<file path="config.mk">
export PLATFORM = sky130hd
export DESIGN_NAME = mem_stage_sram_ctrl
export DESIGN_NICKNAME = d
export VERILOG_FILES = /design/src/rtl/mem_stage_sram_ctrl.sv
export SDC_FILE = /design/constraint.sdc
export NUM_CORES = 1
export LEC_CHECK = 0
export CORE_ASPECT_RATIO = 1.75
export CORE_MARGIN = 3
export CORE_UTILIZATION = 25
export DETAILED_ROUTE_END_ITERATION = 12
export DONT_BUFFER_PORTS = 1
export HOLD_SLACK_MARGIN = 0.06
export PLACE_DENSITY_LB_ADDON = 0.3
export RECOVER_POWER = 50
export SKIP_CTS_REPAIR_TIMING = 1
export SLEW_MARGIN = 25
export SYNTH_ARGS = -nofsm -noshare
export SYNTH_HDL_FRONTEND = slang
export SYNTH_SLANG_ARGS = --single-unit
</file>
<file path="constraint.sdc">
create_clock -name clk -period 10 [get_ports clk]
set_input_delay 1.5 -clock clk [delete_from_list [all_inputs] [get_ports clk]]
set_output_delay 1.5 -clock clk [all_outputs]
set_load 0.01 [all_outputs]
</file>
<file path="src/rtl/mem_stage_sram_ctrl.sv">
// MEM-stage data-memory controller: splits each 32-bit load/store into two
// sequential 16-bit SRAM accesses (low half, then high half) and holds the
// pipeline frozen via `ready` until the word access has completed.
module mem_stage_sram_ctrl #(
  parameter int BASE_ADDR     = 1024,
  parameter int ACCESS_CYCLES = 2
) (
  input  logic        clk,
  input  logic        rst,
  input  logic        wr_en,
  input  logic        rd_en,
  input  logic [31:0] address,
  input  logic [31:0] write_data,
  output logic [31:0] read_data,
  output logic        ready,
  output logic [17:0] sram_addr,
  output logic [15:0] sram_dq_out,
  output logic        sram_dq_oe,
  input  logic [15:0] sram_dq_in,
  output logic        sram_we_n,
  output logic        sram_oe_n,
  output logic        sram_ce_n,
  output logic        sram_ub_n,
  output logic        sram_lb_n
);

  typedef enum logic [1:0] {IDLE, LOW, HIGH, DONE} state_t;

  // Counter must be at least one bit wide even when each half takes one cycle.
  localparam int CW = (ACCESS_CYCLES > 1) ? $clog2(ACCESS_CYCLES) : 1;
  localparam logic [CW-1:0] LAST = CW'(ACCESS_CYCLES - 1);

  state_t          state_reg;
  logic [CW-1:0]   cnt_reg;
  logic [16:0]     word_reg;
  logic [31:0]     data_reg;
  logic            op_wr_reg;

  logic [31:0]     offset;
  logic [16:0]     word_in;
  logic            req;
  logic            unused_offset_bits;

  // Word index relative to the data-memory base; upper bits drop, so
  // out-of-range addresses simply wrap around the SRAM.
  assign offset             = address - 32'(BASE_ADDR);
  assign word_in            = offset[18:2];
  assign unused_offset_bits = &{1'b0, offset[31:19], offset[1:0]};
  assign req                = wr_en | rd_en;

  // Byte lanes are always both enabled: every access is a full halfword.
  assign sram_ub_n = 1'b0;
  assign sram_lb_n = 1'b0;

  // Freeze while a request is pending; release for exactly the DONE cycle.
  assign ready = (state_reg == IDLE) ? ~req : (state_reg == DONE);

  // Access sequencer; SRAM strobes are registered and set up on the edge
  // entering each phase so they are clean for the whole phase.
  always_ff @(posedge clk or posedge rst) begin
    if (rst) begin
      state_reg   <= IDLE;
      cnt_reg     <= '0;
      word_reg    <= '0;
      data_reg    <= '0;
      op_wr_reg   <= 1'b0;
      read_data   <= '0;
      sram_addr   <= '0;
      sram_dq_out <= '0;
      sram_dq_oe  <= 1'b0;
      sram_we_n   <= 1'b1;
      sram_oe_n   <= 1'b1;
      sram_ce_n   <= 1'b1;
    end else begin
      case (state_reg)
        IDLE: begin
          if (req) begin
            // Store wins when both enables are set.
            word_reg    <= word_in;
            data_reg    <= write_data;
            op_wr_reg   <= wr_en;
            cnt_reg     <= '0;
            state_reg   <= LOW;
            sram_ce_n   <= 1'b0;
            sram_addr   <= {word_in, 1'b0};
            sram_we_n   <= ~wr_en;
            sram_oe_n   <= wr_en;
            sram_dq_oe  <= wr_en;
            sram_dq_out <= wr_en ? write_data[15:0] : 16'h0000;
          end
        end
        LOW: begin
          if (cnt_reg == LAST) begin
            if (!op_wr_reg) begin
              read_data[15:0] <= sram_dq_in;
            end
            cnt_reg     <= '0;
            state_reg   <= HIGH;
            sram_addr   <= {word_reg, 1'b1};
            sram_dq_out <= op_wr_reg ? data_reg[31:16] : 16'h0000;
          end else begin
            cnt_reg <= cnt_reg + 1'b1;
          end
        end
        HIGH: begin
          if (cnt_reg == LAST) begin
            if (!op_wr_reg) begin
              read_data[31:16] <= sram_dq_in;
            end
            cnt_reg     <= '0;
            state_reg   <= DONE;
            sram_addr   <= '0;
            sram_dq_out <= '0;
            sram_dq_oe  <= 1'b0;
            sram_we_n   <= 1'b1;
            sram_oe_n   <= 1'b1;
            sram_ce_n   <= 1'b1;
          end else begin
            cnt_reg <= cnt_reg + 1'b1;
          end
        end
        DONE: begin
          // Pipeline advances on this edge; never re-issue the same request.
          state_reg <= IDLE;
        end
        default: begin
          state_reg <= IDLE;
        end
      endcase
    end
  end

endmodule

</file>
* After elaboration in Yosys (flattened, before gate mapping)
Cells that the tools add are included. W data, S select, Z words.
Word-level totals: flip-flop bits (word level) 123, input bits 84, logic and storage cells 63
Cells by class: add/subtract/negate cells 2, eq/ne operators 6, mux-type cells 26, bitwise logic cells 4, reduce and logical (&&, ||, !) cells 12
Operators with widths (number):
- $mux W16 | 5
- $mux W18 | 3
- $pmux W18 S3 | 1
- $pmux W16 S3 | 1
- $sub A19 B11 Y19 const B | 1
- $reduce_and A3 Y1 | 4
- $pmux W1 S2 | 5
- $pmux W2 S4 | 1
- $mux W1 | 7
- $mux W2 | 3
- $ne A2 B2 Y1 const B | 3
- $eq A2 B2 Y1 const B | 2
- $reduce_and A2 Y1 | 2
- $reduce_and A4 Y1 | 1
- $reduce_bool A2 Y1 | 2
- $not A1 Y1 | 3
- $reduce_bool A3 Y1 | 1
- $eq A2 B1 Y1 const B | 1
- $logic_not A2 Y1 | 1
- $reduce_or A2 Y1 | 1
- $add A1 B1 Y1 const B | 1
- $or A1 B1 Y1 | 1

* Longest topological paths before layout
depth after elaboration 4, depth in mapped cells 9, depth with buffers taken out 6

* Worst setup path after synthesis
OpenSTA, ideal clock, no wires.
path type input -> output, start input port wr_en, end output port ready, data arrival time 2.337 ns, required time 8.500 ns, setup slack 6.163 ns, stages on the path 3, path buffers 1, cells stage by stage o21ai_1 clkbuf_1 o21a_1
On the way: longest elaborated chain between the ends 3
RTL lines:
- from (decl) | line 10 | input logic wr_en,
- $or A1 B1 Y1 | line 49 | assign req = wr_en | rd_en;
- $not A1 Y1 | line 56 | assign ready = (state_reg == IDLE) ? ~req : (state_reg == DONE);
- $mux W1 | line 56
- to (decl) | line 15 | output logic ready,
No other way between the ends.

* Final worst setup path
Same ends and word-level chain as after synthesis.

==> reports/summary.md <==
The insertion delay to the later sink of the worst-skew pair is 350 ps. In the synthesized netlist, the number of instances is 389. The run gives 2 as the maximum number of buffers from clock root to sink.

The worst-path cell with the longest stage delay was sky130_fd_sc_hd__clkbuf_1. The worst setup path is launched from an input pin. The number of iterations in the first detailed-routing pass is 4. Across all hold checks on the routed design, the worst slack comes to 477 ps. TritonCTS created 9 clock buffers.

At the end of the flow, the number of nets in the layout was 471. The first global-routing pass estimated 17.4 mm of wire. The logs give 0.194 GHz for the fmax and 0 for the final count of negative-setup-slack endpoints. The worst slack at placement was 6130 ps; the routed wire length per instance was 18.4 µm. The leakage power was 2.16 nW; the total power density per cell area was 360 mW/mm². The total global routing track utilization was 0.113. VDD sags by at most 0.000296 V. Traced cell by cell, the critical path runs through o21ai_0, clkbuf_1, o21a_1.

The most frequently used flop master after synthesis is sky130_fd_sc_hd__dfrtp_1. The share of flip-flops with an asynchronous set or reset came out at 1.00. Classification of the worst-slack hold path: reg -> reg. The logs give 107 for the number of sinks on the clock net and 4830 ps for the final setup slack of the worst path. The synthesized netlist contains 41 unique library cells.

For the summed negative setup slack over all endpoints, the log shows 0 ps. Setup repair after global routing left no endpoint under its margin. The number of global-route vias before repair was 2991.

In this run the worst path has a maximum fanout of 44. Yosys attributes the largest share of cell area to sky130_fd_sc_hd__dfrtp_1 56%, sky130_fd_sc_hd__mux2_2 15%, sky130_fd_sc_hd__o21ai_0 4.1%. The area share of the largest cell type after synthesis came out at 0.558. The placed wire-length estimate after detailed placement is 8.31 mm, and the average cell area after synthesis is 12.0 µm².

Count of endpoints failing hold in the final timing report: 0. Buffers placed on the I/O ports in this run total 0. The register with the most flip-flops in the layout has 32 of them. The final layout contains routed wiring with a total length of 11.4 mm.

The number of design rule violations left after detail routing is 0. At the end of routability-driven placement, the weighted congestion stood at 0.733. The initial cell density of the core is 0.257, and the data arrival time of the critical path is 3670 ps. After clock tree synthesis, the clock-pin slew on the worst setup and hold paths is 70 ps. The average via count per standard cell is 4.66. At the pin with the least slew margin, the transition time is 2330 ps.

The fraction of the yosys area taken by sequential cells is 0.575, and the part of the cycle the worst path needs is 0.517. The worst setup path is captured at a primary output. The tools report the worst clock skew on the final layout as 9.74 ps.

The cell sitting at the root of the clock tree is a sky130_fd_sc_hd__clkbuf_16. The setup path with the least slack is of type in -> out. Max-cap violations in this run came to 2.

At the worst endpoint, the required time is 8500 ps. The worst relative slew slack came out at -0.552. The checks that failed: capacitance limit, slew limit. The count of nets left with antenna violations after detail routing came out at 0. In this run the number of H-tree levels came out at 3. The max-slew violation count was 97; the die footprint was 0.0204 mm².

The flow ran to the end, but the final reports show violations. Area of the placeable core: 0.0181 mm². The count of flip-flops with a built-in enable after synthesis came out at 0. Iteration-0 DRC count of the detailed router: 158.

Number of antenna cells inserted: 0. Summing every instance area after synthesis gives 0.00466 mm². The number of warnings reported in the yosys synthesis log was 0.

The share of final-layout standard cells stronger than drive strength 1 is 0.232, and the remaining global-route overflow is 0. By count the netlist is led by 104 x sky130_fd_sc_hd__dfrtp_1, 61 x sky130_fd_sc_hd__mux2_2, 43 x sky130_fd_sc_hd__nand2_1. In this design, the stage delay of the slowest critical-path cell is 1680 ps. For the via count of the routed design, the log shows 2882. TritonCTS built the clock tree. The cell taking the most area after synthesis was sky130_fd_sc_hd__dfrtp_1. Row generation in the floorplan step produced 65 rows. After synthesis the netlist holds a flip-flop and latch count of 107.

Measured along the y axis, the die boundary spans 187 µm. For the maximum number of pins on one net before global-route repair, the log shows 58. During I/O placement, the number of pins put on the boundary was 157. The synthesis-to-layout area growth was 11.4%; the die width was 109 µm. Initial antenna violation count: 1.

The minimum clock period after layout works out to 5170 ps. Dominant cell by count in the synthesized netlist: sky130_fd_sc_hd__dfrtp_1.
[layout by cell type (no fill, tap or decap), types with 2 or more instances in the layout]
master / netlist / final
sky130_fd_sc_hd__a21oi_1: 7 / 7
sky130_fd_sc_hd__a22oi_1: 16 / 16
sky130_fd_sc_hd__a31oi_1: 13 / 13
sky130_fd_sc_hd__and3_1: 3 / 3
sky130_fd_sc_hd__buf_4: 6 / 4
sky130_fd_sc_hd__bufinv_16: 0 / 3
sky130_fd_sc_hd__clkbuf_1: 10 / 2
sky130_fd_sc_hd__clkbuf_16: 0 / 9
sky130_fd_sc_hd__conb_1: 1 / 2
sky130_fd_sc_hd__dfrtp_1: 104 / 104
sky130_fd_sc_hd__dfstp_2: 3 / 3
sky130_fd_sc_hd__ha_1: 7 / 7
sky130_fd_sc_hd__inv_1: 8 / 7
sky130_fd_sc_hd__mux2_2: 61 / 61
sky130_fd_sc_hd__mux2i_1: 5 / 5
sky130_fd_sc_hd__nand2_1: 43 / 43
sky130_fd_sc_hd__nand3_1: 2 / 2
sky130_fd_sc_hd__nor2_1: 10 / 10
sky130_fd_sc_hd__nor2b_1: 11 / 11
sky130_fd_sc_hd__nor3_1: 5 / 5
sky130_fd_sc_hd__o21a_1: 2 / 2
sky130_fd_sc_hd__o21ai_0: 38 / 40
sky130_fd_sc_hd__o31ai_1: 3 / 3
sky130_fd_sc_hd__xnor2_1: 5 / 5
[critical path: cells and delay by family]
kind | cells | cell delay [ps]
AO/OA/AOI/OAI | 2 | 480
buffers and inverters | 1 | 1680
[layout make-up]
class / count / area [µm²]
Inverter: 8 / 31.3
Clock inverter: 4 / 98.8
Tap cell: 234 / 293
Fill cell: 1845 / 12900
Multi-Input combinational cell: 249 / 1810
Clock buffer: 11 / 243
Sequential cell: 107 / 2680
Timing Repair Buffer: 5 / 33.8
[report_power, final]
part | total, mW | internal [mW] | leakage (nW) | switching, mW
clock network | 0.408 | 0.251 | 0.166 | 0.157
logic | 0.624 | 0.276 | 0.691 | 0.348
registers | 0.837 | 0.641 | 1.30 | 0.196
[layer usage]
layer / share of wire / global-route usage / up-vias
met5: 0.0011 / 0 / -
met4: 0.024 / 0.0562 / 2
met3: 0.071 / 0.0322 / 15
met2: 0.54 / 0.198 / 76
met1: 0.36 / 0.120 / 1457
li1: - / - / 1332
[cells by family (layout without fill, tap and decap cells)]
group | count (synthesis) | in the layout | share of synthesized area
DFF | 107 | 107 | 0.575
AOI/OAI and AO/OA | 85 | 85 | 0.112
and+or+nand+nor | 83 | 83 | 0.0875
muxes | 66 | 66 | 0.158
buffers and inverters | 34 | 28 | 0.0362
adders and majority gates | 7 | 7 | 0.0188
xor gates and xnor gates | 6 | 6 | 0.0113
other | 1 | 2 | 0.000804
[per-stage QoR]
stage	util	area, µm²	instances	power (mW)
floorplan	-	4670	390	1.33
global route	0.286	5190	618	2.01
finish	0.286	5190	618	1.87
global placement	0.269	4870	603	1.45
detailed placement	0.269	4870	603	1.49
CTS	0.287	5210	618	1.90
[path summary, 6_finish.rpt]
check | startpoint | end | slack, ps | depth (start not counted)
setup / recovery | wr_en | ready | 4830 | 3
hold / removal | word_reg[15]$_DFFE_PP0P_ | word_reg[15]$_DFFE_PP0P_ | 480 | 2
setup reg to reg | state_reg[0]$_DFFE_PP0P_ | word_reg[7]$_DFFE_PP0P_ | 6740 | 5
hold reg to reg | word_reg[15]$_DFFE_PP0P_ | word_reg[15]$_DFFE_PP0P_ | 480 | 2
max in group asynchronous | rst | read_data[3]$_DFFE_PP0P_ | 6720 | 2
min in group asynchronous | rst | read_data[29]$_DFFE_PP0P_ | 1640 | 1
Note: power is estimated with default switching activity, not from simulation.
==> patch (same settings) <==
`ACCESS_CYCLES`: 2 -> 1.
--- a/src/rtl/mem_stage_sram_ctrl.sv
+++ b/src/rtl/mem_stage_sram_ctrl.sv
@@ -5,3 +5,3 @@
   parameter int BASE_ADDR     = 1024,
-  parameter int ACCESS_CYCLES = 2
+  parameter int ACCESS_CYCLES = 1
 ) (
Behaviour: not the same (a bounded check fails within 4 cycles, from zero or initial values and one cycle with rst high).
==> patch against the original RTL <==
The run still ends with max-capacitance violations, max-slew violations left. Wire length fell by 2.8%. Synthesized area decreased by 2.5%. Sequential cell count down 1. Setup slack better by 1.4 ns. Final cell count decreased by 1.6%. Synthesized cell count shrank 1.5%. Power up 0.52%. Critical endpoint is now data_reg[28]. Register-to-register slack worse by 0.08 ns. Largest power group unchanged. Cell area shrank 2.5%.
==> patch: results <==
export IMPL_outcome="finished, violations left"
export IMPL_violations="max-capacitance violations, max-slew violations"
export IMPL_drv_cap=2
export IMPL_antenna_found_initial=0
export IMPL_use_met2=0.209
export IMPL_rr_endpoint="data_reg[28]"
export IMPL_grtUsageMet1=0.111
export IMPL_place_detailed_hpwl_um=7850
export IMPL_dr_wl_met2_um=6070
export IMPL_crit_arrival_ns=3.94
export IMPL_grt_pass1_wl_um=17000
export IMPL_whs_ns=0.491
export IMPL_nNetsFinal=461
export IMPL_via_count=2846
export IMPL_grtUsageTotal=0.112
export IMPL_met3_wirelength_um=814
export IMPL_holdCritStartpoint="word_reg[8]"
export IMPL_vdd_drop_max_mv=0.105
export IMPL_synth_distinct_cells=42
export IMPL_grt_use_met3=0.0333
export IMPL_crit_fanout=43
export IMPL_placed_cells=591
export IMPL_p_leak_nw=2.12
export IMPL_place_gp_congestion=0.732
export IMPL_drv_slew=96
export IMPL_fmax_mhz=268
export IMPL_place_ws_ns=6.61
export IMPL_grt_max_degree=57
export IMPL_ys_seq_area_frac=0.584
export IMPL_fill_cells=1838
export IMPL_routed_wl_um=11100
export IMPL_fin_cells=608
export IMPL_skew_ns=0.00794
[patch: cell types whose count changed after synthesis, sizes merged, moves of 3 or more]
cell / change
a221oi: +16
buf: +4
mux2i: -3
nor2: +42
a21oi: +17
o21ai: -29
mux2: -3
a22oi: -16
nand2: -32
[patch: area by class of cell]
cell class	count	area (sq um)	share of cell area
timing repair buffer	5	53.8	0.0106
clock inverter	4	56.3	0.0111
sequential	106	2660	0.524
multi-input combinational	242	1720	0.340
antenna	1	2.50	0.000494
tap	231	289	0.0571
inverter	7	27.5	0.00543
clock buffer	12	256	0.0506
[patch: worst max path at each step]
stage / startpoint / endpoint / cells after the start
6_report: wr_en / data_reg[28] / 3
3_3_place_gp: wr_en / sram_addr[0] / 3
4_1_cts: wr_en / ready / 2
2_1_floorplan: rst / data_reg[16] / 1
3_5_place_dp: wr_en / sram_addr[0] / 3
5_1_grt: wr_en / data_reg[28] / 3
[patch: power by group]
group / internal [mW] / switching (mW) / total (mW)
clock network: 0.211 / 0.160 / 0.371
registers: 0.653 / 0.206 / 0.858
logic: 0.296 / 0.353 / 0.650
total: 1.16 / 0.719 / 1.88
[patch: cells by family (layout without fill, tap and decap cells)]
group	Yosys count	in the layout	share of synthesized area
other	1	3	0.000825
buffers and inverters	36	28	0.0352
adder cells (fa/ha/maj)	6	6	0.0165
flip-flops	106	106	0.584
AO/OA/AOI/OAI	75	75	0.106
multiplexers	60	60	0.148
AND/OR/NAND/NOR	94	94	0.0991
XOR/XNOR	5	5	0.00963
[patch: critical path: stages]
cell	delay [ns]
o21ai_0	0.19
clkbuf_1	1.73
mux2_2	0.47
